**src/rtl/hazard_ctrl.sv**
```systemverilog
// -----------------------------------------------------------------------------
// hazard_ctrl -- pipeline hazard unit for a dual-write-port pipeline.
//
// Purpose:
//   * Forwarding selects for the four Execute-stage sources (1, 2, 0, 3).
//     Each select chooses from the Memory and Writeback primary (WA3) and
//     secondary (WA0) results, with a fixed priority.
//   * Stall and flush control for load-use hazards, taken branches and
//     multi-cycle Execute operations. The multi-cycle control is an
//     IDLE/BUSY FSM with a 4-bit down-counter.
//   * Optional performance counters for stall and flush cycles.
//
// Ports:
//   clk, reset                      clock, synchronous active-high reset
//   Match_{1,2,3,0}E_{M,W,M0,W0}    Execute source matches a M/W destination
//   Match_12D_E                     a Decode source matches the Execute dest
//   RegWriteM/2M/W/2W               primary/secondary write enables in M and W
//   MemtoRegE, BranchTakenE         load in E, branch resolved taken
//   MultiStartE, MultiCyclesE[3:0]  multi-cycle op start and its total cycles
//   ForwardAE/BE/CE/DE[2:0]         forwarding selects for sources 1, 2, 0, 3
//   StallF/D/E                      register load enables (1 = load, 0 = hold)
//   FlushD/E/M                      synchronous clears of IF/ID, ID/EX, EX/MEM
//   BusyE                           multi-cycle op in progress
//   StallCount, FlushCount[15:0]    event counters
//
// Configuration:
//   HAZARD_PERF_EN  When defined, StallCount counts cycles with StallD == 0
//                   and FlushCount counts cycles with FlushE | FlushM. Both
//                   counters saturate at 16'hFFFF. When undefined, both ports
//                   are tied to zero and the design has no counter flops.
// -----------------------------------------------------------------------------

// Per-source forwarding select. Priority is M primary, M secondary,
// W primary, W secondary. Only codes 0..4 can come out.
module hazard_fwd_sel (
    input  logic       match_m,
    input  logic       match_m0,
    input  logic       match_w,
    input  logic       match_w0,
    input  logic       we_m,
    input  logic       we2_m,
    input  logic       we_w,
    input  logic       we2_w,
    output logic [2:0] fwd_sel
);
    always_comb begin
        fwd_sel = 3'd0;
        if (match_m && we_m)
            fwd_sel = 3'd2;
        else if (match_m0 && we2_m)
            fwd_sel = 3'd3;
        else if (match_w && we_w)
            fwd_sel = 3'd1;
        else if (match_w0 && we2_w)
            fwd_sel = 3'd4;
    end
endmodule

module hazard_ctrl (
    input  logic        clk,
    input  logic        reset,
    input  logic        Match_1E_M,
    input  logic        Match_1E_W,
    input  logic        Match_1E_M0,
    input  logic        Match_1E_W0,
    input  logic        Match_2E_M,
    input  logic        Match_2E_W,
    input  logic        Match_2E_M0,
    input  logic        Match_2E_W0,
    input  logic        Match_3E_M,
    input  logic        Match_3E_W,
    input  logic        Match_3E_M0,
    input  logic        Match_3E_W0,
    input  logic        Match_0E_M,
    input  logic        Match_0E_W,
    input  logic        Match_0E_M0,
    input  logic        Match_0E_W0,
    input  logic        Match_12D_E,
    input  logic        RegWriteM,
    input  logic        RegWrite2M,
    input  logic        RegWriteW,
    input  logic        RegWrite2W,
    input  logic        MemtoRegE,
    input  logic        BranchTakenE,
    input  logic        MultiStartE,
    input  logic [3:0]  MultiCyclesE,
    output logic [2:0]  ForwardAE,
    output logic [2:0]  ForwardBE,
    output logic [2:0]  ForwardCE,
    output logic [2:0]  ForwardDE,
    output logic        StallF,
    output logic        StallD,
    output logic        StallE,
    output logic        FlushD,
    output logic        FlushE,
    output logic        FlushM,
    output logic        BusyE,
    output logic [15:0] StallCount,
    output logic [15:0] FlushCount
);
    localparam int NUM_SRC = 4;

    // ---------------------------------------------------------------------
    // Forwarding. Lanes map to the outputs: 0 = A (src1), 1 = B (src2),
    // 2 = C (src0), 3 = D (src3). Forwarding does not depend on the FSM
    // state, so it stays active while a multi-cycle op is running.
    // ---------------------------------------------------------------------
    logic [NUM_SRC-1:0]      m_m, m_m0, m_w, m_w0;
    logic [NUM_SRC-1:0][2:0] fwd;

    assign m_m  = {Match_3E_M,  Match_0E_M,  Match_2E_M,  Match_1E_M};
    assign m_m0 = {Match_3E_M0, Match_0E_M0, Match_2E_M0, Match_1E_M0};
    assign m_w  = {Match_3E_W,  Match_0E_W,  Match_2E_W,  Match_1E_W};
    assign m_w0 = {Match_3E_W0, Match_0E_W0, Match_2E_W0, Match_1E_W0};

    for (genvar g = 0; g < NUM_SRC; g++) begin : g_fwd
        hazard_fwd_sel u_sel (
            .match_m  (m_m[g]),
            .match_m0 (m_m0[g]),
            .match_w  (m_w[g]),
            .match_w0 (m_w0[g]),
            .we_m     (RegWriteM),
            .we2_m    (RegWrite2M),
            .we_w     (RegWriteW),
            .we2_w    (RegWrite2W),
            .fwd_sel  (fwd[g])
        );
    end

    assign ForwardAE = fwd[0];
    assign ForwardBE = fwd[1];
    assign ForwardCE = fwd[2];
    assign ForwardDE = fwd[3];

    // ---------------------------------------------------------------------
    // Multi-cycle FSM. The start cycle is an ordinary IDLE cycle. BUSY then
    // lasts for N-1 cycles, so the op holds Execute for N cycles in total.
    // On the first IDLE cycle after BUSY, FlushM is low and the result
    // moves on into Memory.
    // ---------------------------------------------------------------------
    typedef enum logic {
        IDLE = 1'b0,
        BUSY = 1'b1
    } state_t;

    state_t     state_q, state_d;
    logic [3:0] cnt_q, cnt_d;
    logic       load_use;

    assign load_use = Match_12D_E & MemtoRegE;

    always_comb begin
        state_d = state_q;
        cnt_d   = cnt_q;
        StallF  = 1'b1;
        StallD  = 1'b1;
        StallE  = 1'b1;
        FlushD  = 1'b0;
        FlushE  = 1'b0;
        FlushM  = 1'b0;
        BusyE   = 1'b0;

        case (state_q)
            IDLE: begin
                if (MultiStartE && (MultiCyclesE >= 4'd2)) begin
                    state_d = BUSY;
                    cnt_d   = MultiCyclesE - 4'd1;
                end
                // A taken branch overrides a load-use hazard. The stalled
                // instruction sits on the wrong path and is flushed anyway.
                if (BranchTakenE) begin
                    FlushD = 1'b1;
                    FlushE = 1'b1;
                end else if (load_use) begin
                    StallF = 1'b0;
                    StallD = 1'b0;
                    FlushE = 1'b1;
                end
            end
            BUSY: begin
                // Freeze the front end and insert bubbles into Memory until
                // the op completes. Branch and load-use inputs come from
                // stale stages in this state, so they are ignored.
                BusyE  = 1'b1;
                StallF = 1'b0;
                StallD = 1'b0;
                StallE = 1'b0;
                FlushM = 1'b1;
                if (cnt_q <= 4'd1) begin
                    state_d = IDLE;
                    cnt_d   = 4'd0;
                end else begin
                    cnt_d = cnt_q - 4'd1;
                end
            end
            default: begin
                state_d = IDLE;
                cnt_d   = 4'd0;
            end
        endcase

        // While reset is asserted, the outputs show the quiescent pipeline
        // even if the state register has not been cleared yet.
        if (reset) begin
            state_d = IDLE;
            cnt_d   = 4'd0;
            StallF  = 1'b1;
            StallD  = 1'b1;
            StallE  = 1'b1;
            FlushD  = 1'b0;
            FlushE  = 1'b0;
            FlushM  = 1'b0;
            BusyE   = 1'b0;
        end
    end

    always_ff @(posedge clk) begin
        if (reset) begin
            state_q <= IDLE;
            cnt_q   <= 4'd0;
        end else begin
            state_q <= state_d;
            cnt_q   <= cnt_d;
        end
    end

    // ---------------------------------------------------------------------
    // Performance counters (saturating).
    // ---------------------------------------------------------------------
`ifdef HAZARD_PERF_EN
    logic [15:0] stall_cnt_q, stall_cnt_d;
    logic [15:0] flush_cnt_q, flush_cnt_d;

    always_comb begin
        stall_cnt_d = stall_cnt_q;
        flush_cnt_d = flush_cnt_q;
        if (!StallD && (stall_cnt_q != 16'hFFFF))
            stall_cnt_d = stall_cnt_q + 16'd1;
        if ((FlushE || FlushM) && (flush_cnt_q != 16'hFFFF))
            flush_cnt_d = flush_cnt_q + 16'd1;
    end

    always_ff @(posedge clk) begin
        if (reset) begin
            stall_cnt_q <= 16'd0;
            flush_cnt_q <= 16'd0;
        end else begin
            stall_cnt_q <= stall_cnt_d;
            flush_cnt_q <= flush_cnt_d;
        end
    end

    assign StallCount = stall_cnt_q;
    assign FlushCount = flush_cnt_q;
`else
    assign StallCount = 16'h0000;
    assign FlushCount = 16'h0000;
`endif

endmodule

```
**config.mk**
```make
export PLATFORM = sky130hd
export DESIGN_NAME = hazard_ctrl
export DESIGN_NICKNAME = d
export VERILOG_FILES = /design/src/rtl/hazard_ctrl.sv
export SDC_FILE = /design/constraint.sdc
export NUM_CORES = 1
export LEC_CHECK = 0
export ABC_AREA = 0
export CORE_ASPECT_RATIO = 1.1
export CORE_MARGIN = 2
export CORE_UTILIZATION = 40
export CTS_CLUSTER_DIAMETER = 150
export CTS_CLUSTER_SIZE = 8
export DETAILED_ROUTE_END_ITERATION = 10
export DONT_BUFFER_PORTS = 1
export MAX_ROUTING_LAYER = met4
export PLACE_DENSITY = 0.57
export SYNTH_ARGS = -nofsm -noshare
export SYNTH_HDL_FRONTEND = slang
export SYNTH_SLANG_ARGS = --single-unit
export TNS_END_PERCENT = 30
```
**constraint.sdc**
```tcl
create_clock -name clk -period 2.35 [get_ports clk]
set_input_delay 0.47 -clock clk [delete_from_list [all_inputs] [get_ports clk]]
set_output_delay 0.47 -clock clk [all_outputs]
set_load 0.1 [all_outputs]
```
==> impl_metrics.py, run 1 <==
metrics = {
    "clocking": {
        "cts_repair_resize_count": 0,
        "cts_buffer_depth": 2,
        "clock-sinks": 5,
        "post_cts.repair.setup_buffers": 0,
        "cts_root_buffer": "sky130_fd_sc_hd__clkbuf_4",
        "cts_tree": "yes",
        "clkSlewWorstSetupHoldPaths_ns": 0.04,
        "cts_hold_repair.buffers": 0,
        "cts-htree-levels": 1,
        "worst_skew_pair.late_latency_ns": 0.24,
        "tritoncts.num_buffers": 3,
    },
    "routing": {
        "antenna_left": 0,
        "post_drt_wl_per_cell_um": 11.0,
        "vias": 701,
        "postRouteWirelength_um": 1680,
        "first_iter_violations": 12,
        "drc": 0,
        "drt_pass1_iterations": 4,
        "avgViaCountPerCell": 4.58,
    },
    "setup_path": {
        "worstSetupStartpoint": "state_q$_SDFF_PP0_",
        "timing.critical_path.fanout_max": 14,
        "endpoint": "BusyE",
        "r2r_setup_slack_ns": 0.80,
        "worstPathRequired_ns": 1.88,
        "end_of_the_worst_register_to_register_path": "cnt_q[3]$_SDFFE_PP0P_",
        "critPathCaptureType": "output port",
        "r2r-start": "cnt_q[0]$_SDFFE_PP0P_",
        "cp.arrival_ns": 1.44,
        "crit_type": "reg -> out",
        "worstSetupStartpointType": "flip-flop",
        "worstRegToRegCells": 6,
    },
    "timing": {
        "setup_viol": 0,
        "clock_skew_ns": 0.00264,
        "achievable-frequency_mhz": 522,
        "hold_violations": 0,
        "fin_setup_tns_ns": 0,
        "worstMarginPinSlew_ns": 0.579,
        "final_min_period_over_clock_period": 0.815,
        "slew_violations": 0,
        "setup_repair_after_global_routing_missed_its_margin": "false",
        "timing.final.crit_period_ns": 1.91,
        "max-slew-margin-rel": 0.613,
    },
    "power": {
        "power.leakage_nw": 0.455,
        "vdd.ir_drop.worst_mv": 0.388,
        "p_comb_frac": 0.720,
        "intPower_w": 0.000248,
        "power.switching_w": 0.000502,
        "p_sw_frac": 0.670,
        "share_clk_of_total_power": 0.129,
        "powerDensity_nw_per_um2": 802,
        "share_seq_of_total_power": 0.150,
    },
    "logic_synthesis": {
        "synth.yosys.warnings": 0,
        "synth-seq-area-share": 0.122,
        "synth.cell_area_um2": 820,
        "post_synth_inst_count": 111,
        "yosys.cell_count.top_type": "sky130_fd_sc_hd__buf_4",
        "top_area_cells_in_the_synthesized_netlist": "sky130_fd_sc_hd__buf_4 32%, sky130_fd_sc_hd__dfxtp_1 12%, sky130_fd_sc_hd__nand2_1 6.9%",
        "predominant_post_synthesis_flop_cell": "sky130_fd_sc_hd__dfxtp_1",
        "yosys.area.top_type_share": 0.321,
        "post-synth-top-area-cell": "sky130_fd_sc_hd__buf_4",
        "postSynthAreaPerCell_um2": 7.38,
        "post_synth_num_cell_types": 29,
        "ys_seq_elements": 5,
        "synth_edf_count": 0,
        "synth_common_cells": "35 x sky130_fd_sc_hd__buf_4, 15 x sky130_fd_sc_hd__nand2_1, 6 x sky130_fd_sc_hd__inv_1, 5 x sky130_fd_sc_hd__a21oi_1, 5 x sky130_fd_sc_hd__dfxtp_1",
        "async_flop_share": 0,
    },
    "floorplan": {
        "die_w_um": 47.2,
        "fp.dieArea_um2": 2430,
        "core_um2": 1980,
        "starting_utilization_of_the_core_area": 0.414,
        "rows": 17,
        "dieHeight_um": 51.5,
        "top_level_ports": 81,
    },
    "status": {
        "status": "finished, final reports clean",
    },
    "min_path": {
        "hold_path_class": "in -> reg",
    },
    "final_layout": {
        "antenna-diode-count": 0,
        "final_layout_size_suffix_gt1_frac": 0.288,
        "final-instance-count-excl-fill": 153,
        "num-nets-final": 160,
        "syn_to_final_growth_pct": 14.0,
        "fin_area_um2": 935,
    },
    "placed_design": {
        "dp_hpwl_um": 1470,
        "place.detailed.instances": 149,
        "place_area_um2": 908,
        "place.gp.congestion": 0.726,
        "io_buffers": 0,
    },
    "global_routing": {
        "grt_max_degree": 15,
        "grt_use_total": 0.131,
        "grt_antenna_before_repair": 0,
        "grt_pass1_wl_um": 2250,
        "grt.overflow.total": 0,
        "vias_in_the_first_global_route": 580,
    },
    "run": {
        "drv.max_cap_violation_count": 0,
    },
}
## per-layer routing
| layer | GRT usage | wire (um) | vias to the layer above |
|---|---|---|---|
| met1 | 0.126 | 579 | 314 |
| met4 | 0.0556 | 6 | 0 |
| met3 | 0.0424 | 203 | 2 |
| met2 | 0.231 | 887 | 41 |
| met5 | - | 0 | - |
| li1 | - | - | 344 |
## sequential cells by signal, indices dropped and copies added, names as in the netlist
signal   cells
cnt_q        4
state_q      1
## cell type report
class	count	area [um^2]
repair buffers	17	170
clock buffers	4	26.3
multi-input cells	93	581
flip-flops and latches	5	100
inverters	6	22.5
fillers	207	1040
well taps	28	35.0
## worst min-delay path by stage
stage,from,endpoint,cells past startpoint
floorplan,cnt_q[1]$_SDFFE_PP0P_,cnt_q[1]$_SDFFE_PP0P_,2
global placement,cnt_q[1]$_SDFFE_PP0P_,cnt_q[1]$_SDFFE_PP0P_,2
detailed placement,cnt_q[1]$_SDFFE_PP0P_,cnt_q[1]$_SDFFE_PP0P_,2
CTS,reset,cnt_q[0]$_SDFFE_PP0P_,1
global route,reset,cnt_q[2]$_SDFFE_PP0P_,1
finish,reset,cnt_q[0]$_SDFFE_PP0P_,1
## cell families after synthesis
| kind of cell | Yosys count | synth area share |
|---|---|---|
| buf+inv | 44 | 0.363 |
| simple gates | 32 | 0.203 |
| compound gates | 23 | 0.224 |
| flops | 5 | 0.122 |
| fa+ha+maj | 4 | 0.0611 |
| xor+xnor | 2 | 0.0214 |
| other cells | 1 | 0.00458 |
## cells in the final DEF (no fill, tap or decap), types with 2 or more instances in the layout
| cell | synthesis | final |
|---|---|---|
| sky130_fd_sc_hd__conb_1 | 1 | 32 |
| sky130_fd_sc_hd__nand2_1 | 15 | 15 |
| sky130_fd_sc_hd__buf_4 | 35 | 14 |
| sky130_fd_sc_hd__inv_1 | 6 | 5 |
| sky130_fd_sc_hd__a21oi_2 | 1 | 5 |
| sky130_fd_sc_hd__dfxtp_1 | 5 | 5 |
| sky130_fd_sc_hd__a22oi_1 | 4 | 4 |
| sky130_fd_sc_hd__and4_1 | 4 | 4 |
| sky130_fd_sc_hd__ha_1 | 4 | 4 |
| sky130_fd_sc_hd__nor2_1 | 3 | 3 |
| sky130_fd_sc_hd__nor3_1 | 4 | 3 |
| sky130_fd_sc_hd__clkbuf_4 | 0 | 3 |
| sky130_fd_sc_hd__nand2b_1 | 2 | 2 |
| sky130_fd_sc_hd__o221a_2 | 2 | 2 |
| sky130_fd_sc_hd__a211oi_2 | 2 | 2 |
| sky130_fd_sc_hd__xnor2_1 | 2 | 2 |
| sky130_fd_sc_hd__o21ai_0 | 3 | 2 |
| sky130_fd_sc_hd__buf_12 | 0 | 2 |
## through the flow
| step | util | power, W | hold slack (ns) | setup slack, ns |
|---|---|---|---|---|
| after floorplan | - | 0.000637 | 0.487 | -0.809 |
| after global placement | 0.459 | 0.000650 | 0.502 | 0.679 |
| after detailed placement | 0.459 | 0.000655 | 0.512 | 0.660 |
| after CTS | 0.472 | 0.000756 | 0.284 | 0.424 |
| after global routing | 0.472 | 0.000781 | 0.277 | 0.314 |
| final | 0.472 | 0.000750 | 0.291 | 0.435 |
## critical path, cell delays in order, from the launching register on
cell                      delay [ns]
sky130_fd_sc_hd__dfxtp_1        0.68
sky130_fd_sc_hd__nand2_1        0.17
sky130_fd_sc_hd__inv_2          0.11
sky130_fd_sc_hd__buf_12         0.24
## power by group through the flow
stage          combinational [W]   clock, W  sequential, W
3_3_place_gp            0.000536          0       0.000114
3_5_place_dp            0.000540          0       0.000115
6_report                0.000540  0.0000971       0.000113
4_1_cts                 0.000541   0.000102       0.000113
2_1_floorplan           0.000532          0       0.000105
5_1_grt                 0.000559   0.000107       0.000115
Note: power is estimated with default switching activity, not from simulation.
==> run 2: changes to the inputs <==
clock period = 1.86 ns   (was 2.35 ns; I/O delays follow)
==> run 2 against run 1 <==
Compared with the run above:
- global-route usage rose by 1.8 points
- sequential share of layout area down 0.71 points
- critical path type unchanged
- worst hold slack lost 0.096 ns
- clock skew down 0.0012 ns
- highest routed layer is now met3
- power rose by 28%
- via count is 2.9% higher
- cell count up 0.65%
==> impl_metrics.py, run 2 (synthesis gave the netlist of run 1 again) <==
metrics = {
    "final_layout": {
        "top_flop_regs": "cnt_q (4), state_q (1)",
        "largest_reg_flops": 4,
        "syn_to_final_growth_pct": 22.1,
        "final_layout_size_suffix_gt1_frac": 0.302,
        "num-nets-final": 161,
        "fillCellCount": 192,
        "top_register": "cnt_q",
        "final_cell_mix": "32 x sky130_fd_sc_hd__conb_1, 14 x sky130_fd_sc_hd__nand2_1, 12 x sky130_fd_sc_hd__buf_4",
        "multi_input_gate_area_in_the_final_layout_um2": 603,
        "ff_latch_area_um2": 100,
        "final_common_cell": "sky130_fd_sc_hd__conb_1",
        "antenna-diode-count": 0,
        "fin_area_um2": 1000,
        "final-instance-count-excl-fill": 154,
    },
    "clocking": {
        "tritoncts.num_buffers": 3,
        "clock-sinks": 5,
        "cts-htree-levels": 1,
        "worst_skew_pair.late_latency_ns": 0.23,
        "clkSlewWorstSetupHoldPaths_ns": 0.04,
        "cts_tree": "yes",
        "post_cts.repair.setup_buffers": 0,
        "cts_buffer_depth": 2,
        "cts_root_buffer": "sky130_fd_sc_hd__clkbuf_4",
        "cts_hold_repair.buffers": 0,
        "cts_repair_resize_count": 0,
    },
    "status": {
        "status": "finished, final reports clean",
    },
    "timing": {
        "achievable-frequency_mhz": 607,
        "max-slew-margin-rel": 0.665,
        "slew_violations": 0,
        "fin_setup_tns_ns": 0,
        "worstMarginPinSlew_ns": 0.502,
        "timing.final.crit_period_ns": 1.65,
        "clock_skew_ns": 0.00148,
        "hold_violations": 0,
        "final_min_period_over_clock_period": 0.885,
        "post-route-worst-setup-slack_ns": 0.214,
        "setup_repair_after_global_routing_missed_its_margin": "false",
        "setup_viol": 0,
    },
    "global_routing": {
        "vias_in_the_first_global_route": 702,
        "grt_pass1_wl_um": 2540,
        "grt_max_degree": 11,
        "globalRoute.busiestLayer": "met2",
        "gr-usage-met3": 0.0318,
        "grt_util_met2": 0.263,
        "grt.overflow.total": 0,
        "grt_antenna_before_repair": 0,
        "grt_use_total": 0.149,
        "gr-usage-met1": 0.138,
    },
    "routing": {
        "post_drt_wl_per_cell_um": 10.7,
        "first_iter_violations": 8,
        "drt_pass1_iterations": 4,
        "drc": 0,
        "antenna_left": 0,
        "postRouteWirelength_um": 1640,
        "avgViaCountPerCell": 4.68,
        "vias": 721,
    },
    "placed_design": {
        "place.detailed.instances": 150,
        "place_area_um2": 975,
        "place.gp.congestion": 0.963,
        "io_buffers": 0,
        "dp_hpwl_um": 1480,
        "dpl_worst_slack_ns": 0.271,
    },
    "run": {
        "drv.max_cap_violation_count": 0,
    },
    "setup_path": {
        "crit_family": "flip-flops",
        "crit_type": "reg -> out",
        "critical_path_buf_inv_count": 2,
        "crit_path_max_incr_delay_ns": 0.63,
        "worstSetupStartpointType": "flip-flop",
        "critical_path_cell_sequence": "nand2_8, clkinvlp_4, buf_12",
        "crit_path_top_delay_cell": "sky130_fd_sc_hd__dfxtp_1",
        "cp.arrival_ns": 1.27,
        "critPathCaptureType": "output port",
        "timing.critical_path.fanout_max": 5,
        "worstPathRequired_ns": 1.49,
    },
    "power": {
        "share_clk_of_total_power": 0.125,
        "p_comb_frac": 0.728,
        "vdd.ir_drop.worst_mv": 0.536,
        "share_seq_of_total_power": 0.147,
        "power.switching_w": 0.000640,
        "p_sw_frac": 0.665,
        "powerDensity_nw_per_um2": 962,
        "intPower_w": 0.000323,
        "power.leakage_nw": 0.463,
    },
    "floorplan": {
        "core_um2": 1980,
        "die_w_um": 47.2,
        "rows": 17,
        "top_level_ports": 81,
        "dieHeight_um": 51.5,
        "starting_utilization_of_the_core_area": 0.414,
        "fp.dieArea_um2": 2430,
    },
    "min_path": {
        "hold_path_class": "in -> reg",
    },
}
[run 2: layout make-up]
type                       instances  area share
multi-input combinational         93       0.602
clock buffer                       4      0.0263
sequential                         5       0.100
inverter                           6      0.0263
tap                               28      0.0350
timing repair buffer              18       0.210
[run 2: worst reg2reg max path: cells and delay by family (launching register included)]
family / cells / cell delay [ns]
buf+inv: 1 / 0.09
simple gates: 1 / 0.21
compound gates: 3 / 0.56
flops: 1 / 0.37
fa+ha+maj: 1 / 0.24
[run 2: per-stage QoR]
step                total power [W]   util  hold slack (ns)
CTS                        0.000968  0.506            0.185
global placement           0.000840  0.493            0.437
finish                     0.000962  0.506            0.194
global route                0.00101  0.506            0.186
detailed placement         0.000843  0.493            0.438
floorplan                  0.000824      -            0.487
[run 2: metal layers]
metal | share of wire | wire, um
met1 | 0.34 | 560
met2 | 0.56 | 917
met3 | 0.10 | 164
met4 | 0 | 0
met5 | 0 | 0
[run 2: power groups by stage]
stage / Combinational (W) / Clock (W) / Sequential [W]
after floorplan: 0.000691 / 0 / 0.000133
after global placement: 0.000698 / 0 / 0.000142
after detailed placement: 0.000700 / 0 / 0.000143
after CTS: 0.000701 / 0.000126 / 0.000141
after global routing: 0.000727 / 0.000134 / 0.000144
final: 0.000701 / 0.000121 / 0.000141
[run 2: path summary, 6_finish.rpt]
path | start | to | slack (ns) | cells past startpoint
worst max-delay path | state_q$_SDFF_PP0_ | FlushM | 0.21 | 3
worst min-delay path | reset | cnt_q[2]$_SDFFE_PP0P_ | 0.19 | 1
worst max register to register | cnt_q[0]$_SDFFE_PP0P_ | cnt_q[0]$_SDFFE_PP0P_ | 0.31 | 6
worst min register to register | cnt_q[1]$_SDFFE_PP0P_ | cnt_q[1]$_SDFFE_PP0P_ | 0.51 | 2
==> run 3: changes to the inputs <==
CORE_UTILIZATION = 30   (was 40)
PLACE_DENSITY = 0.47   (was 0.57)
SETUP_SLACK_MARGIN = 0.1   (was unset)
clock period = 1.6 ns   (was 1.86 ns; I/O delays follow)
==> run 3 against run 2 <==
Compared with the run above:
- cell count grew 1.9%
- first-iteration DRC count grew 13%
- non-clock buffer count is the same
- critical path depth is the same
- worst hold slack lost 0.062 ns
- wire length grew 4.2%
- largest cell class unchanged
==> impl_metrics.py, run 3 (synthesis gave the netlist of run 1 again) <==
metrics = {
    "clocking": {
        "cts-htree-levels": 1,
        "cts_root_buffer": "sky130_fd_sc_hd__clkbuf_4",
        "worst_skew_pair.late_latency_ns": 0.25,
        "tritoncts.num_buffers": 3,
        "clock-sinks": 5,
        "cts_buffer_depth": 2,
        "clkSlewWorstSetupHoldPaths_ns": 0.04,
        "cts_tree": "yes",
    },
    "floorplan": {
        "dieHeight_um": 58.8,
        "top_level_ports": 81,
        "fp.dieArea_um2": 3170,
        "core_um2": 2540,
        "die_w_um": 53.8,
        "starting_utilization_of_the_core_area": 0.322,
        "rows": 19,
    },
    "setup_path": {
        "critical_path_buf_inv_count": 2,
        "crit_path_top_delay_cell": "sky130_fd_sc_hd__dfxtp_4",
        "crit_path_max_incr_delay_ns": 0.49,
        "worstSetupStartpoint": "state_q$_SDFF_PP0_",
        "timing.critical_path.fanout_max": 14,
        "worstRegToRegCells": 6,
        "r2r_setup_slack_ns": 0.20,
        "crit_family": "flip-flops",
        "r2r-start": "cnt_q[0]$_SDFFE_PP0P_",
        "endpoint": "BusyE",
        "worstPathRequired_ns": 1.28,
        "end_of_the_worst_register_to_register_path": "cnt_q[0]$_SDFFE_PP0P_",
        "number_of_gates_on_the_worst_path_with_buffers_counted": 3,
        "worstSetupStartpointType": "flip-flop",
        "critical_path_cell_sequence": "nand2_8, clkinvlp_4, buf_12",
        "crit_type": "reg -> out",
        "cp.arrival_ns": 1.13,
        "critPathCaptureType": "output port",
    },
    "global_routing": {
        "grt_max_degree": 15,
        "grt_antenna_before_repair": 0,
        "grt_pass1_wl_um": 2240,
        "vias_in_the_first_global_route": 601,
        "grt.overflow.total": 0,
        "grt_use_total": 0.104,
    },
    "final_layout": {
        "largest_reg_flops": 4,
        "final_layout_size_suffix_gt1_frac": 0.357,
        "num-nets-final": 161,
        "top_register": "cnt_q",
        "top_flop_regs": "cnt_q (4), state_q (1)",
        "final_common_cell": "sky130_fd_sc_hd__conb_1",
        "antenna-diode-count": 0,
        "syn_to_final_growth_pct": 30.4,
        "final_cell_mix": "32 x sky130_fd_sc_hd__conb_1, 14 x sky130_fd_sc_hd__nand2_1, 10 x sky130_fd_sc_hd__buf_4",
        "final-instance-count-excl-fill": 157,
        "fin_area_um2": 1070,
    },
    "timing": {
        "slew_violations": 0,
        "achievable-frequency_mhz": 688,
        "setup_viol": 0,
        "clock_skew_ns": 0.000247,
        "hold_violations": 0,
        "timing.final.crit_period_ns": 1.45,
        "setup_repair_after_global_routing_missed_its_margin": "false",
        "final_min_period_over_clock_period": 0.908,
    },
    "placed_design": {
        "place.detailed.instances": 152,
        "place.gp.congestion": 0.923,
        "io_buffers": 0,
        "dp_hpwl_um": 1470,
        "place_area_um2": 1000,
    },
    "routing": {
        "drc": 0,
        "postRouteWirelength_um": 1710,
        "post_drt_wl_per_cell_um": 10.9,
        "first_iter_violations": 9,
        "antenna_left": 0,
        "vias": 733,
        "drt_pass1_iterations": 4,
        "avgViaCountPerCell": 4.67,
    },
    "min_path": {
        "hold_path_class": "in -> reg",
    },
    "power": {
        "power.leakage_nw": 0.465,
        "powerDensity_nw_per_um2": 1100,
        "vdd.ir_drop.worst_mv": 0.632,
    },
    "run": {
        "drv.max_cap_violation_count": 0,
    },
    "status": {
        "status": "finished, final reports clean",
    },
}
==> run 3: changes by cell type in the layout (fill, tap and decap cells not counted), moves of 2 or more <==
cell / change
sky130_fd_sc_hd__buf_4: -2
sky130_fd_sc_hd__buf_12: +2
sky130_fd_sc_hd__inv_1: -3
sky130_fd_sc_hd__inv_2: +2
sky130_fd_sc_hd__ha_1: -2
==> run 3: worst reg2reg max path, cell delays in order, from the launching register on <==
cell and delay (ns):
sky130_fd_sc_hd__dfxtp_1 0.39, sky130_fd_sc_hd__inv_2 0.08, sky130_fd_sc_hd__ha_4 0.18, sky130_fd_sc_hd__nor2_4 0.13, sky130_fd_sc_hd__o31ai_4 0.09, sky130_fd_sc_hd__o221a_2 0.28, sky130_fd_sc_hd__a211oi_2 0.18
==> run 3: layout make-up <==
type | count | area, um^2
Fill cell | 264 | 1480
Multi-Input combinational cell | 93 | 634
Timing Repair Buffer | 18 | 235
Sequential cell | 5 | 104
Tap cell | 31 | 38.8
Inverter | 6 | 30.0
Clock buffer | 4 | 26.3
==> run 3: routing by layer <==
layer,global-route usage,vias up,part of all wire
met5,-,-,0
met3,0.0152,4,0.12
li1,-,346,-
met4,0.0989,0,0.037
met2,0.171,52,0.51
met1,0.101,331,0.33
==> run 3: worst min-delay path by stage <==
stage / from / to / slack, ns / depth (start not counted)
after floorplan: cnt_q[1]$_SDFFE_PP0P_ / cnt_q[1]$_SDFFE_PP0P_ / 0.49 / 2
after global placement: reset / cnt_q[2]$_SDFFE_PP0P_ / 0.39 / 1
after detailed placement: reset / cnt_q[1]$_SDFFE_PP0P_ / 0.39 / 1
after CTS: reset / cnt_q[1]$_SDFFE_PP0P_ / 0.13 / 1
after global routing: reset / cnt_q[1]$_SDFFE_PP0P_ / 0.13 / 1
final: reset / cnt_q[1]$_SDFFE_PP0P_ / 0.13 / 1
==> run 3: timing repair <==
| item | CTS | global route |
|---|---|---|
| setup buffers | 0 | 1 |
| endpoints found under the setup margin | 4 | 3 |
| pin swaps | 0 | 2 |
| resized for setup | 1 | 9 |
| hold buffers | 0 | 0 |
==> run 3: report_power, final <==
part | switching (W) | total (W) | leakage, nW | internal, W
Clock | 0.0000577 | 0.000152 | 0.0150 | 0.0000947
Combinational | 0.000681 | 0.000849 | 0.408 | 0.000168
Sequential | 0.0000346 | 0.000176 | 0.0420 | 0.000141
==> run 3: stage by stage <==
stage | power (W) | TNS [ns] | utilization | hold WS (ns) | setup WS, ns
6_report | 0.00118 | 0 | 0.420 | 0.132 | 0.147
5_1_grt | 0.00121 | 0 | 0.420 | 0.127 | 0.106
4_1_cts | 0.00114 | 0 | 0.405 | 0.128 | 0.0924
3_5_place_dp | 0.000989 | 0 | 0.394 | 0.388 | 0.0878
3_3_place_gp | 0.000987 | 0 | 0.394 | 0.387 | 0.121
2_1_floorplan | 0.000977 | -2.95 | - | 0.487 | -0.342
